===== src/rtl/gdp_pkg.sv =====
// rtl/gdp_pkg.sv - shared types and constants for the gdp scoring sequencer
// Purpose: operand type, default sizing, sequencer state encoding and the
//          most-negative score used to seed the running maximum.
// Ports:   none (package).
package gdp_pkg;

   typedef logic signed [15:0] num;

   localparam int DEF_NUM_DIMS   = 8;
   localparam int DEF_NUM_STATES = 16;

   // Smallest representable score; any real ln_p beats or ties it.
   localparam num NUM_MIN = 16'sh8000;

   typedef enum logic [1:0] {
      IDLE   = 2'd0,
      STREAM = 2'd1,
      DRAIN  = 2'd2,
      DONE   = 2'd3
   } seq_state_e;

endpackage


===== src/rtl/feat_buf.sv =====
// rtl/feat_buf.sv - feature vector register file
// Purpose: holds one frame's feature vector, NUM_DIMS entries of num.
// Ports:   clk, reset (async, active-high) - clock and reset
//          we / waddr / wdata              - synchronous write port
//          raddr / rdata                   - asynchronous read port
module feat_buf
   import gdp_pkg::*;
#(
   parameter int NUM_DIMS = DEF_NUM_DIMS
) (
   input  logic                        clk,
   input  logic                        reset,
   input  logic                        we,
   input  logic [$clog2(NUM_DIMS)-1:0] waddr,
   input  num                          wdata,
   input  logic [$clog2(NUM_DIMS)-1:0] raddr,
   output num                          rdata
);

   num mem_q [NUM_DIMS];
   num mem_d [NUM_DIMS];

   always_comb begin
      mem_d = mem_q;
      // Addresses past NUM_DIMS-1 exist when NUM_DIMS is not a power of two.
      if (we && (int'(waddr) < NUM_DIMS)) begin
         mem_d[waddr] = wdata;
      end
   end

   always_ff @(posedge clk or posedge reset) begin
      if (reset) begin
         for (int i = 0; i < NUM_DIMS; i++) begin
            mem_q[i] <= '0;
         end
      end else begin
         mem_q <= mem_d;
      end
   end

   assign rdata = (int'(raddr) < NUM_DIMS) ? mem_q[raddr] : '0;

endmodule


===== src/rtl/gdp_sequencer.sv =====
// rtl/gdp_sequencer.sv - streams parameters/features into a gdp and ranks its scores
// Purpose: for each frame, walks every (state, dim) parameter address, presents
//          gdp operands one cycle later, collects one ln_p per state and tracks
//          the best-scoring state.
// Ports:   clk, reset                      - clock, async active-high reset
//          start                           - frame request (honoured in IDLE only)
//          feat_we / feat_addr / feat_data - feature buffer write (IDLE only)
//          param_addr                      - parameter memory address (1-cycle read)
//          param_mean / param_omega / param_k - parameter memory data
//          first_calc / last_calc, x, k, omega, mean - gdp operand stream
//          data_ready / ln_p               - gdp result strobe and value
//          score_valid / score_state / score - per-state result
//          best_state / best_score         - running argmax / maximum
//          busy / done                     - frame activity / completion pulse
module gdp_sequencer
   import gdp_pkg::*;
#(
   parameter int NUM_DIMS   = DEF_NUM_DIMS,
   parameter int NUM_STATES = DEF_NUM_STATES
) (
   input  logic                                   clk,
   input  logic                                   reset,
   input  logic                                   start,
   input  logic                                   feat_we,
   input  logic [$clog2(NUM_DIMS)-1:0]            feat_addr,
   input  num                                     feat_data,
   output logic [$clog2(NUM_STATES*NUM_DIMS)-1:0] param_addr,
   input  num                                     param_mean,
   input  num                                     param_omega,
   input  num                                     param_k,
   output logic                                   first_calc,
   output logic                                   last_calc,
   output num                                     x,
   output num                                     k,
   output num                                     omega,
   output num                                     mean,
   input  logic                                   data_ready,
   input  num                                     ln_p,
   output logic                                   score_valid,
   output logic [7:0]                             score_state,
   output num                                     score,
   output logic [7:0]                             best_state,
   output num                                     best_score,
   output logic                                   busy,
   output logic                                   done
);

   localparam int DW = $clog2(NUM_DIMS);
   localparam int AW = $clog2(NUM_STATES*NUM_DIMS);

   localparam logic [DW-1:0] LAST_D    = DW'(NUM_DIMS - 1);
   localparam logic [7:0]    LAST_S    = 8'(NUM_STATES - 1);
   localparam logic [AW-1:0] LAST_ADDR = AW'(NUM_STATES*NUM_DIMS - 1);
   // Result counter needs 9 bits so it can reach 256.
   localparam logic [8:0]    R_FULL    = 9'(NUM_STATES);

   seq_state_e     state_q, state_d;
   logic [DW-1:0]  d_q, d_d;
   logic [7:0]     s_q, s_d;
   logic [AW-1:0]  addr_q, addr_d;
   logic [8:0]     r_q, r_d;

   // Operand-cycle pipeline: registered alongside the memory's read latency.
   logic           op_valid_q, op_valid_d;
   logic           first_q, first_d;
   logic           last_q, last_d;
   num             x_q, x_d;
   num             k_q, k_d;

   logic           score_valid_q, score_valid_d;
   num             score_q, score_d;
   logic [7:0]     score_state_q, score_state_d;
   num             best_score_q, best_score_d;
   logic [7:0]     best_state_q, best_state_d;

   logic           accept;
   num             feat_rdata;

   feat_buf #(
      .NUM_DIMS (NUM_DIMS)
   ) u_feat_buf (
      .clk   (clk),
      .reset (reset),
      .we    (feat_we && (state_q == IDLE)),
      .waddr (feat_addr),
      .wdata (feat_data),
      .raddr (d_q),
      .rdata (feat_rdata)
   );

   always_comb begin
      state_d       = state_q;
      d_d           = d_q;
      s_d           = s_q;
      addr_d        = addr_q;
      r_d           = r_q;
      op_valid_d    = 1'b0;
      first_d       = 1'b0;
      last_d        = 1'b0;
      x_d           = '0;
      k_d           = k_q;
      score_valid_d = 1'b0;
      score_d       = score_q;
      score_state_d = score_state_q;
      best_score_d  = best_score_q;
      best_state_d  = best_state_q;

      // Results arrive strictly in state order, so the counter is the index.
      accept = data_ready && (state_q != IDLE) && (r_q != R_FULL);
      if (accept) begin
         score_valid_d = 1'b1;
         score_d       = ln_p;
         score_state_d = r_q[7:0];
         r_d           = r_q + 9'd1;
      end

      // Strict compare so a tie keeps the earlier (lower) state index.
      if (score_valid_q && (score_q > best_score_q)) begin
         best_score_d = score_q;
         best_state_d = score_state_q;
      end

      // k is only valid from memory on the d==0 operand cycle; hold it after.
      if (first_q) begin
         k_d = param_k;
      end

      case (state_q)
         IDLE: begin
            if (start) begin
               state_d      = STREAM;
               d_d          = '0;
               s_d          = '0;
               addr_d       = '0;
               r_d          = '0;
               best_score_d = NUM_MIN;
               best_state_d = '0;
            end
         end
         STREAM: begin
            op_valid_d = 1'b1;
            first_d    = (d_q == '0);
            last_d     = (d_q == LAST_D);
            x_d        = feat_rdata;
            if (d_q == LAST_D) begin
               d_d = '0;
               if (s_q == LAST_S) begin
                  state_d = DRAIN;
               end else begin
                  s_d = s_q + 8'd1;
               end
            end else begin
               d_d = d_q + 1'b1;
            end
            // Address saturates on the final entry rather than wrapping.
            if (addr_q != LAST_ADDR) begin
               addr_d = addr_q + 1'b1;
            end
         end
         DRAIN: begin
            if (r_q == R_FULL) begin
               state_d = DONE;
            end
         end
         DONE: begin
            state_d = IDLE;
         end
         default: begin
            state_d = IDLE;
         end
      endcase
   end

   always_ff @(posedge clk or posedge reset) begin
      if (reset) begin
         state_q       <= IDLE;
         d_q           <= '0;
         s_q           <= '0;
         addr_q        <= '0;
         r_q           <= '0;
         op_valid_q    <= 1'b0;
         first_q       <= 1'b0;
         last_q        <= 1'b0;
         x_q           <= '0;
         k_q           <= '0;
         score_valid_q <= 1'b0;
         score_q       <= '0;
         score_state_q <= '0;
         best_score_q  <= NUM_MIN;
         best_state_q  <= '0;
      end else begin
         state_q       <= state_d;
         d_q           <= d_d;
         s_q           <= s_d;
         addr_q        <= addr_d;
         r_q           <= r_d;
         op_valid_q    <= op_valid_d;
         first_q       <= first_d;
         last_q        <= last_d;
         x_q           <= x_d;
         k_q           <= k_d;
         score_valid_q <= score_valid_d;
         score_q       <= score_d;
         score_state_q <= score_state_d;
         best_score_q  <= best_score_d;
         best_state_q  <= best_state_d;
      end
   end

   assign param_addr  = addr_q;
   assign first_calc  = first_q;
   assign last_calc   = last_q;
   assign x           = x_q;
   // Memory data is already aligned to the operand cycle; gate it to 0 elsewhere.
   assign mean        = op_valid_q ? param_mean  : '0;
   assign omega       = op_valid_q ? param_omega : '0;
   assign k           = first_q ? param_k : (op_valid_q ? k_q : '0);
   assign score_valid = score_valid_q;
   assign score       = score_q;
   assign score_state = score_state_q;
   assign best_score  = best_score_q;
   assign best_state  = best_state_q;
   assign busy        = (state_q != IDLE);
   assign done        = (state_q == DONE);

endmodule

===== config.mk =====
export PLATFORM = sky130hd
export DESIGN_NAME = gdp_sequencer
export DESIGN_NICKNAME = d
export VERILOG_FILES = /design/src/rtl/gdp_pkg.sv /design/src/rtl/feat_buf.sv /design/src/rtl/gdp_sequencer.sv
export SDC_FILE = /design/constraint.sdc
export NUM_CORES = 1
export LEC_CHECK = 0
export BUFFER_PORTS_ARGS = -buffer_cell sky130_fd_sc_hd__buf_2
export CAP_MARGIN = 20
export CORE_ASPECT_RATIO = 0.7
export CORE_UTILIZATION = 45
export DETAILED_ROUTE_END_ITERATION = 10
export PLACE_DENSITY_LB_ADDON = 0.15
export SYNTH_ARGS = -nofsm -noshare
export SYNTH_HDL_FRONTEND = slang
export SYNTH_SLANG_ARGS = --single-unit

===== constraint.sdc =====
create_clock -name clk -period 25.1 [get_ports clk]
set_input_delay 5.02 -clock clk [delete_from_list [all_inputs] [get_ports clk]]
set_output_delay 5.02 -clock clk [all_outputs]
set_load 0.005 [all_outputs]

==> results of run 1 <==
-- Yosys cell counts, drive strengths merged --
cell type / number / area share (%)
dfrtp: 240 / 53
mux2: 167 / 17
o21ai: 41 / 1.9
a21oi: 38 / 1.7
nand3: 36 / 1.6
and2: 34 / 1.9
nor2: 33 / 1.1
mux4: 32 / 6.4
buf: 30 / 1.6
inv: 30 / 0.99
ha: 27 / 3.0
clkbuf: 22 / 0.73
nand2: 21 / 0.70
mux2i: 20 / 1.8
a22o: 17 / 1.3
nor2b: 17 / 0.94
xor2: 13 / 1.0
nand4: 11 / 0.79
nand2b: 5 / 0.30
or3: 5 / 0.28
and3: 3 / 0.21
nor3: 3 / 0.18
a211oi: 2 / 0.24
a221oi: 2 / 0.36
a32o: 2 / 0.18
nor4b: 2 / 0.15
a211o: 1 / 0.088
a31oi: 1 / 0.11
a32oi: 1 / 0.077
dfstp: 1 / 0.23
nand3b: 1 / 0.066
o221ai: 1 / 0.13
o31ai: 1 / 0.066
o41ai: 1 / 0.24
or4: 1 / 0.066
xnor2: 1 / 0.077
-- worst max-delay path, cell delays in order --
cell and delay, ns:
buf_2 0.10, a22o_1 0.24, buf_2 0.13
-- area by class of cell --
type                       instances  share of cell area (%)
antenna                            1                  0.0184
clock buffer                      39                    5.73
clock inverter                     8                    1.03
inverter                          30                   0.882
multi-input combinational        540                    36.3
sequential                       241                    44.3
tap                              325                    2.99
timing repair buffer             226                    8.78
-- logic make-up (layout without fill, tap and decap cells) --
kind of cell,Yosys count,count (layout),synth area share [%]
flops,241,241,53.2
other cells,0,1,0
xor+xnor,14,14,1.08
mux,219,219,24.7
simple gates,172,172,8.27
compound gates,108,108,6.46
buf+inv,82,303,3.32
fa+ha+maj,27,27,2.98
-- stage by stage --
step	cells	instance area, um^2	worst slack (ns)	utilization (%)	hold slack (ns)
3_5_place_dp	1360	12700	14.58	51.3	0.489
4_1_cts	1407	13600	14.58	55.0	0.503
5_1_grt	1410	13600	14.57	55.2	0.513
3_3_place_gp	1360	12700	14.59	51.3	0.484
6_report	1410	13600	14.58	55.2	0.499
2_1_floorplan	863	11300	13.47	-	0.474
-- path summary, 6_finish.rpt --
kind | endpoint | slack, ns | depth (start not counted)
max | k[9] | 14.58 | 3
min | best_score[15]$_DFF_PP1_ | 0.50 | 2
max reg2reg | best_state[7]$_DFF_PP0_ | 22.48 | 7
min reg2reg | best_score[15]$_DFF_PP1_ | 0.50 | 2
max in group asynchronous | k_q[3]$_DFFE_PP0P_ | 18.20 | 4
min in group asynchronous | score[9]$_DFFE_PP0P_ | 4.61 | 2
-- power by group through the flow --
| stage | Combinational [mW] | Clock, mW | Sequential, mW |
|---|---|---|---|
| 3_3_place_gp | 0.590 | 0 | 0.648 |
| 5_1_grt | 0.668 | 0.435 | 0.669 |
| 3_5_place_dp | 0.603 | 0 | 0.650 |
| 2_1_floorplan | 0.455 | 0 | 0.621 |
| 6_report | 0.603 | 0.407 | 0.645 |
| 4_1_cts | 0.606 | 0.419 | 0.645 |
-- layout by cell type, fill, tap and decap left out, types with 6 or more instances in the layout --
cell and n:
nand4_1 9, ha_1 27, nand3_1 35, o21ai_1 19
o21ai_0 19, nor2_1 33, clkbuf_1 6, nand2_1 21
buf_2 211, a22o_1 17, clkbuf_16 27, buf_4 13
mux2_2 167, mux4_2 32, and2_1 33, inv_1 29
a21oi_1 36, nor2b_1 17, mux2i_1 20, xor2_1 13
clkbuf_8 6, dfrtp_1 239
-- flip-flops by register name (all words and copies together) (netlist names) --
name,count
d_q,3
x,16
op_valid_q,1
first_calc,1
r_q,9
best_state,8
score_state,8
u_feat_buf.mem_q,128
s_q,8
k_q,16
last_calc,1
best_score,16
param_addr,7
score_valid,1
state_q,2
score,16
-- per-layer routing --
layer | track usage (%) | share of wire, % | up-vias
met5 | 0 | 0 | -
met4 | 4.19 | 1.4 | 0
met3 | 3.12 | 4.9 | 25
met2 | 33.0 | 47 | 189
met1 | 29.5 | 47 | 3773
li1 | - | - | 3501
==> summary.md, run 1 <==
| Metric | Value |
|---|---|
| Share of layout cells above drive strength 1 | `44.9%` |
| Total Routed Length | `25900 um` |
| DP Wirelength | `16800 um` |
| P_int | `1.12 mW` |
| Hold_sp | `best_score[15]$_DFF_PP1_` |
| Sw frac | `32.2%` |
| Net Sw Power | `0.533 mW` |
| CP required | `20.08 ns` |
| Worst Skew | `0.00823 ns` |
| Core area | `0.0247 mm^2` |
| Reg area | `0.00603 mm^2` |
| Setup TNS | `0 ns` |
| Largest net degree at the start of global routing | `107` |
| Final hold viol count | `0` |
| Avg Cell Area, Syn | `13.1 um^2` |
| GRT Util Overall | `20.5%` |
| Arrival time worst endpoint | `5.50 ns` |
| Post-cts sizing count | `0` |
| Detailed router's first-iteration violation count | `319` |
| Clock period minus worst slack | `10.52 ns` |
| Clock share of power | `24.6%` |
| Clock Sinks | `241` |
| Status | `complete, no violations` |
| Relative slew slack | `29.1%` |
| Worst-path clk slew | `0.06 ns` |
| Grt ovf | `0` |
| WS Path Type | `in -> out` |
| Netlist cell types | `51` |
| Final Slew Violations | `0` |
| Hold Crit Class | `reg -> reg` |
| Port bufs | `211` |
| Via count | `7488` |
| Filler cell count | `2101` |
| Vias per inst | `5.31` |
| Number of remaining DRC errors | `0` |
| H-tree depth | `1` |
| Die Area | `0.0259 mm^2` |
| Die Span Y | `135 um` |
| Overall power | `1.66 mW` |
| First-pass GRT wire length | `41600 um` |
| Leak pwr | `6.40 nW` |
| CP Max Fanout | `2` |
| Clk_lat worst skew | `0.52 ns` |
| Worst Setup Start Kind | `input port` |
| Cell Rows | `48` |
| Flops & latches, synth | `241` |
| CTS Hold Buffers Added | `0` |
| Worst reg2reg startpoint | `score[2]$_DFFE_PP0P_` |
| Antenna violations before repair | `1` |
| Vias in the first global route | `7402` |
| Post-Syn Area | `0.0113 mm^2` |
| Nets | `1180` |
| Root buffer cell | `clkbuf_16` |
| Crit end category | `primary output` |
| Area growth syn-to-layout | `20.1%` |
| Clk buf depth | `3` |
| CTS Buf Count | `26` |
| Num ports | `212` |
| Peak supply drop | `0.0611 mV` |
| Starting Density | `45.9%` |
| Yosys warns | `0` |
| Multi-input gate area | `0.00494 mm^2` |
| Pwr/cell area | `122 mW/mm^2` |
| Crit. Startpoint | `param_k[9]` |
| RSZ-0062 raised after global routing | `false` |
| Reg power frac | `39.0%` |
| Least-Margin Pin Slew | `1.06 ns` |
| Highest Clock Rate | `95.1 MHz` |
| Pre-Repair DR Iteration Count | `4` |
| GPL Wtd Cong | `0.749` |
| Combinational power share | `36.4%` |
| DR WL/cell | `18.4 um` |
| CTS tree | `done` |
| Final period utilization | `41.9%` |
| Cell count after synthesis | `863` |
| Post-route ant nets | `0` |
| Die width | `192 um` |
| Final setup vio count | `0` |
| Sequential area share after synthesis | `53.2%` |
| Syn_nets | `978` |
| Max Cap Viol | `0` |
| Post-CTS Setup Inserts | `0` |
No activity file was read; power rests on OpenSTA's default activity.
==> inputs of run 2 (changes only) <==
Clock period 25.1 ns to 8.49 ns, I/O delays scaled along.
==> run 2 against run 1 <==
Effect of this change: via count down 1.0%; count of clock-buffer cells in the layout down 4; utilization down 0.69 points; total power rose to 2.8 times the previous value; global-route usage about the same; routed wire length down 0.44%; first-iteration DRC count up 27%; die area unchanged; sequential share of layout area up 0.56 points; critical path depth unchanged.
==> summary.md, run 2 (synthesis gave the netlist of run 1 again) <==
| Metric | Value |
|---|---|
| Levels on crit path | `3` |
| Root buffer cell | `clkbuf_16` |
| Reg2reg setup slack | `5.63 ns` |
| Final period utilization | `50.1%` |
| CTS Hold Buffers Added | `0` |
| Leak pwr | `6.32 nW` |
| Die Area | `0.0259 mm^2` |
| CTS tree | `done` |
| Reg-to-Reg End | `r_q[5]$_DFF_PP0_` |
| Buffers & Inverters on Critical Path | `1` |
| Worst Skew | `0.00608 ns` |
| Commonest non-fill, non-tap cells in the layout | `239 x dfrtp_1, 211 x buf_2, 167 x mux2_2` |
| Met3 Use GR | `2.34%` |
| Port bufs | `211` |
| Vias in the first global route | `7418` |
| Share of layout cells above drive strength 1 | `44.8%` |
| RSZ-0062 raised after global routing | `false` |
| Crit-path cells | `nor2b_1, a22o_1, buf_2` |
| Critical path's top delay family | `simple AND/OR/NAND/NOR gates` |
| Detailed router's first-iteration violation count | `406` |
| Most common cell after layout, fill and taps aside | `dfrtp_1` |
| Number of flip-flops in the largest register | `128` |
| GRT Util Overall | `20.5%` |
| Core area | `0.0247 mm^2` |
| Post-cts sizing count | `0` |
| Setup TNS | `0 ns` |
| Via count | `7411` |
| Arrival time worst endpoint | `2.56 ns` |
| Met1 Track Usage GR | `29.9%` |
| Total Routed Length | `25800 um` |
| Starting Density | `45.9%` |
| Status | `complete, no violations` |
| Die Span Y | `135 um` |
| CP Max Fanout | `33` |
| Cell Rows | `48` |
| Highest Clock Rate | `235 MHz` |
| Clk_lat worst skew | `0.51 ns` |
| Worst reg2reg startpoint | `state_q[0]$_DFFE_PP0P_` |
| Largest net degree at the start of global routing | `137` |
| Post-route cell area | `0.0134 mm^2` |
| Largest Register | `u_feat_buf.mem_q` |
| Pre-Repair DR Iteration Count | `4` |
| Met2 usage | `32.9%` |
| Post-route ant nets | `0` |
| Max Cap Viol | `0` |
| GPL Wtd Cong | `0.749` |
| H-tree depth | `1` |
| Crit-path max cell delay | `0.90 ns` |
| CP max stage cell | `nor2b_1` |
| Clock period minus worst slack | `4.26 ns` |
| Relative slew slack | `29.9%` |
| Least-Margin Pin Slew | `1.05 ns` |
| CTS Buf Count | `25` |
| First-pass GRT wire length | `41400 um` |
| Nets | `1179` |
| Hold Crit Class | `reg -> reg` |
| CP required | `6.79 ns` |
| Antenna violations before repair | `1` |
| Final setup vio count | `0` |
| Worst Setup Start Kind | `register` |
| WS Path Type | `reg -> out` |
| Clk buf depth | `3` |
| Area growth syn-to-layout | `18.6%` |
| Grt ovf | `0` |
| DR WL/cell | `18.4 um` |
| Die width | `192 um` |
| CP endpoint | `k[4]` |
| Cell Area, Placed | `0.0127 mm^2` |
| Worst-path clk slew | `0.06 ns` |
| Final Slew Violations | `0` |
| Post-CTS Setup Inserts | `0` |
| Number of remaining DRC errors | `0` |
| Clock Sinks | `241` |
| Peak supply drop | `0.170 mV` |
| DP Wirelength | `16700 um` |
| Pwr/cell area | `351 mW/mm^2` |
| Final hold viol count | `0` |
| Vias per inst | `5.28` |
| Num ports | `212` |
| GRT Max-Usage Layer | `met2` |
| Crit. Startpoint | `op_valid_q$_DFF_PP0_` |
| Crit end category | `primary output` |
| Worst Reg2Reg Path Length in Cells | `7` |
-- run 2: cell count changes in the layout (fill, tap and decap cells not counted) --
cell       delta
bufinv_16     -4
clkbuf_1      -2
clkbuf_16     -2
clkinv_2      +2
buf_6         +1
buf_8         -1
-- run 2: final cells by class --
type | instances | area, um^2
fillers | 2110 | 11200
flip-flops and latches | 241 | 6030
multi-input cells | 540 | 4940
repair buffers | 226 | 1190
clock buffers | 35 | 723
well taps | 325 | 407
inverters | 30 | 120
clock inverters | 6 | 30.0
diodes | 1 | 2.50
-- run 2: per-layer routing --
metal / vias to the layer above / wire (um)
li1: 3496 / -
met1: 3701 / 12400
met2: 181 / 11900
met3: 33 / 1050
met4: 0 / 473
met5: - / 0
-- run 2: where the power goes --
part / switching, mW / internal (mW)
clock network: 0.440 / 0.587
registers: 0.275 / 1.62
logic: 0.847 / 0.950
total: 1.56 / 3.15
-- run 2: worst register-to-register path: stages, from the launching register on --
cell	delay (ns)
dfrtp_1	0.39
inv_1	0.09
ha_1	0.36
nand2b_1	0.25
a21oi_4	0.77
nand4_1	0.37
or3_1	0.43
a21oi_1	0.14
-- run 2: worst min path at each step --
stage | cells past startpoint | from | to
3_3_place_gp | 1 | u_feat_buf.mem_q[68]$_DFFE_PP0P_ | u_feat_buf.mem_q[68]$_DFFE_PP0P_
3_5_place_dp | 1 | u_feat_buf.mem_q[125]$_DFFE_PP0P_ | u_feat_buf.mem_q[125]$_DFFE_PP0P_
4_1_cts | 1 | u_feat_buf.mem_q[18]$_DFFE_PP0P_ | u_feat_buf.mem_q[18]$_DFFE_PP0P_
2_1_floorplan | 1 | u_feat_buf.mem_q[90]$_DFFE_PP0P_ | u_feat_buf.mem_q[90]$_DFFE_PP0P_
5_1_grt | 1 | u_feat_buf.mem_q[5]$_DFFE_PP0P_ | u_feat_buf.mem_q[5]$_DFFE_PP0P_
6_report | 1 | u_feat_buf.mem_q[127]$_DFFE_PP0P_ | u_feat_buf.mem_q[127]$_DFFE_PP0P_
-- run 2: per-stage QoR --
step	utilization, %	hold slack [ns]	std cells	setup slack (ns)	power [mW]
3_5_place_dp	51.3	0.490	1360	4.61	3.70
5_1_grt	54.5	0.516	1404	4.03	5.05
2_1_floorplan	-	0.474	863	0.177	3.18
6_report	54.5	0.500	1404	4.23	4.72
3_3_place_gp	51.3	0.484	1360	4.62	3.66
4_1_cts	54.3	0.505	1401	4.09	4.75
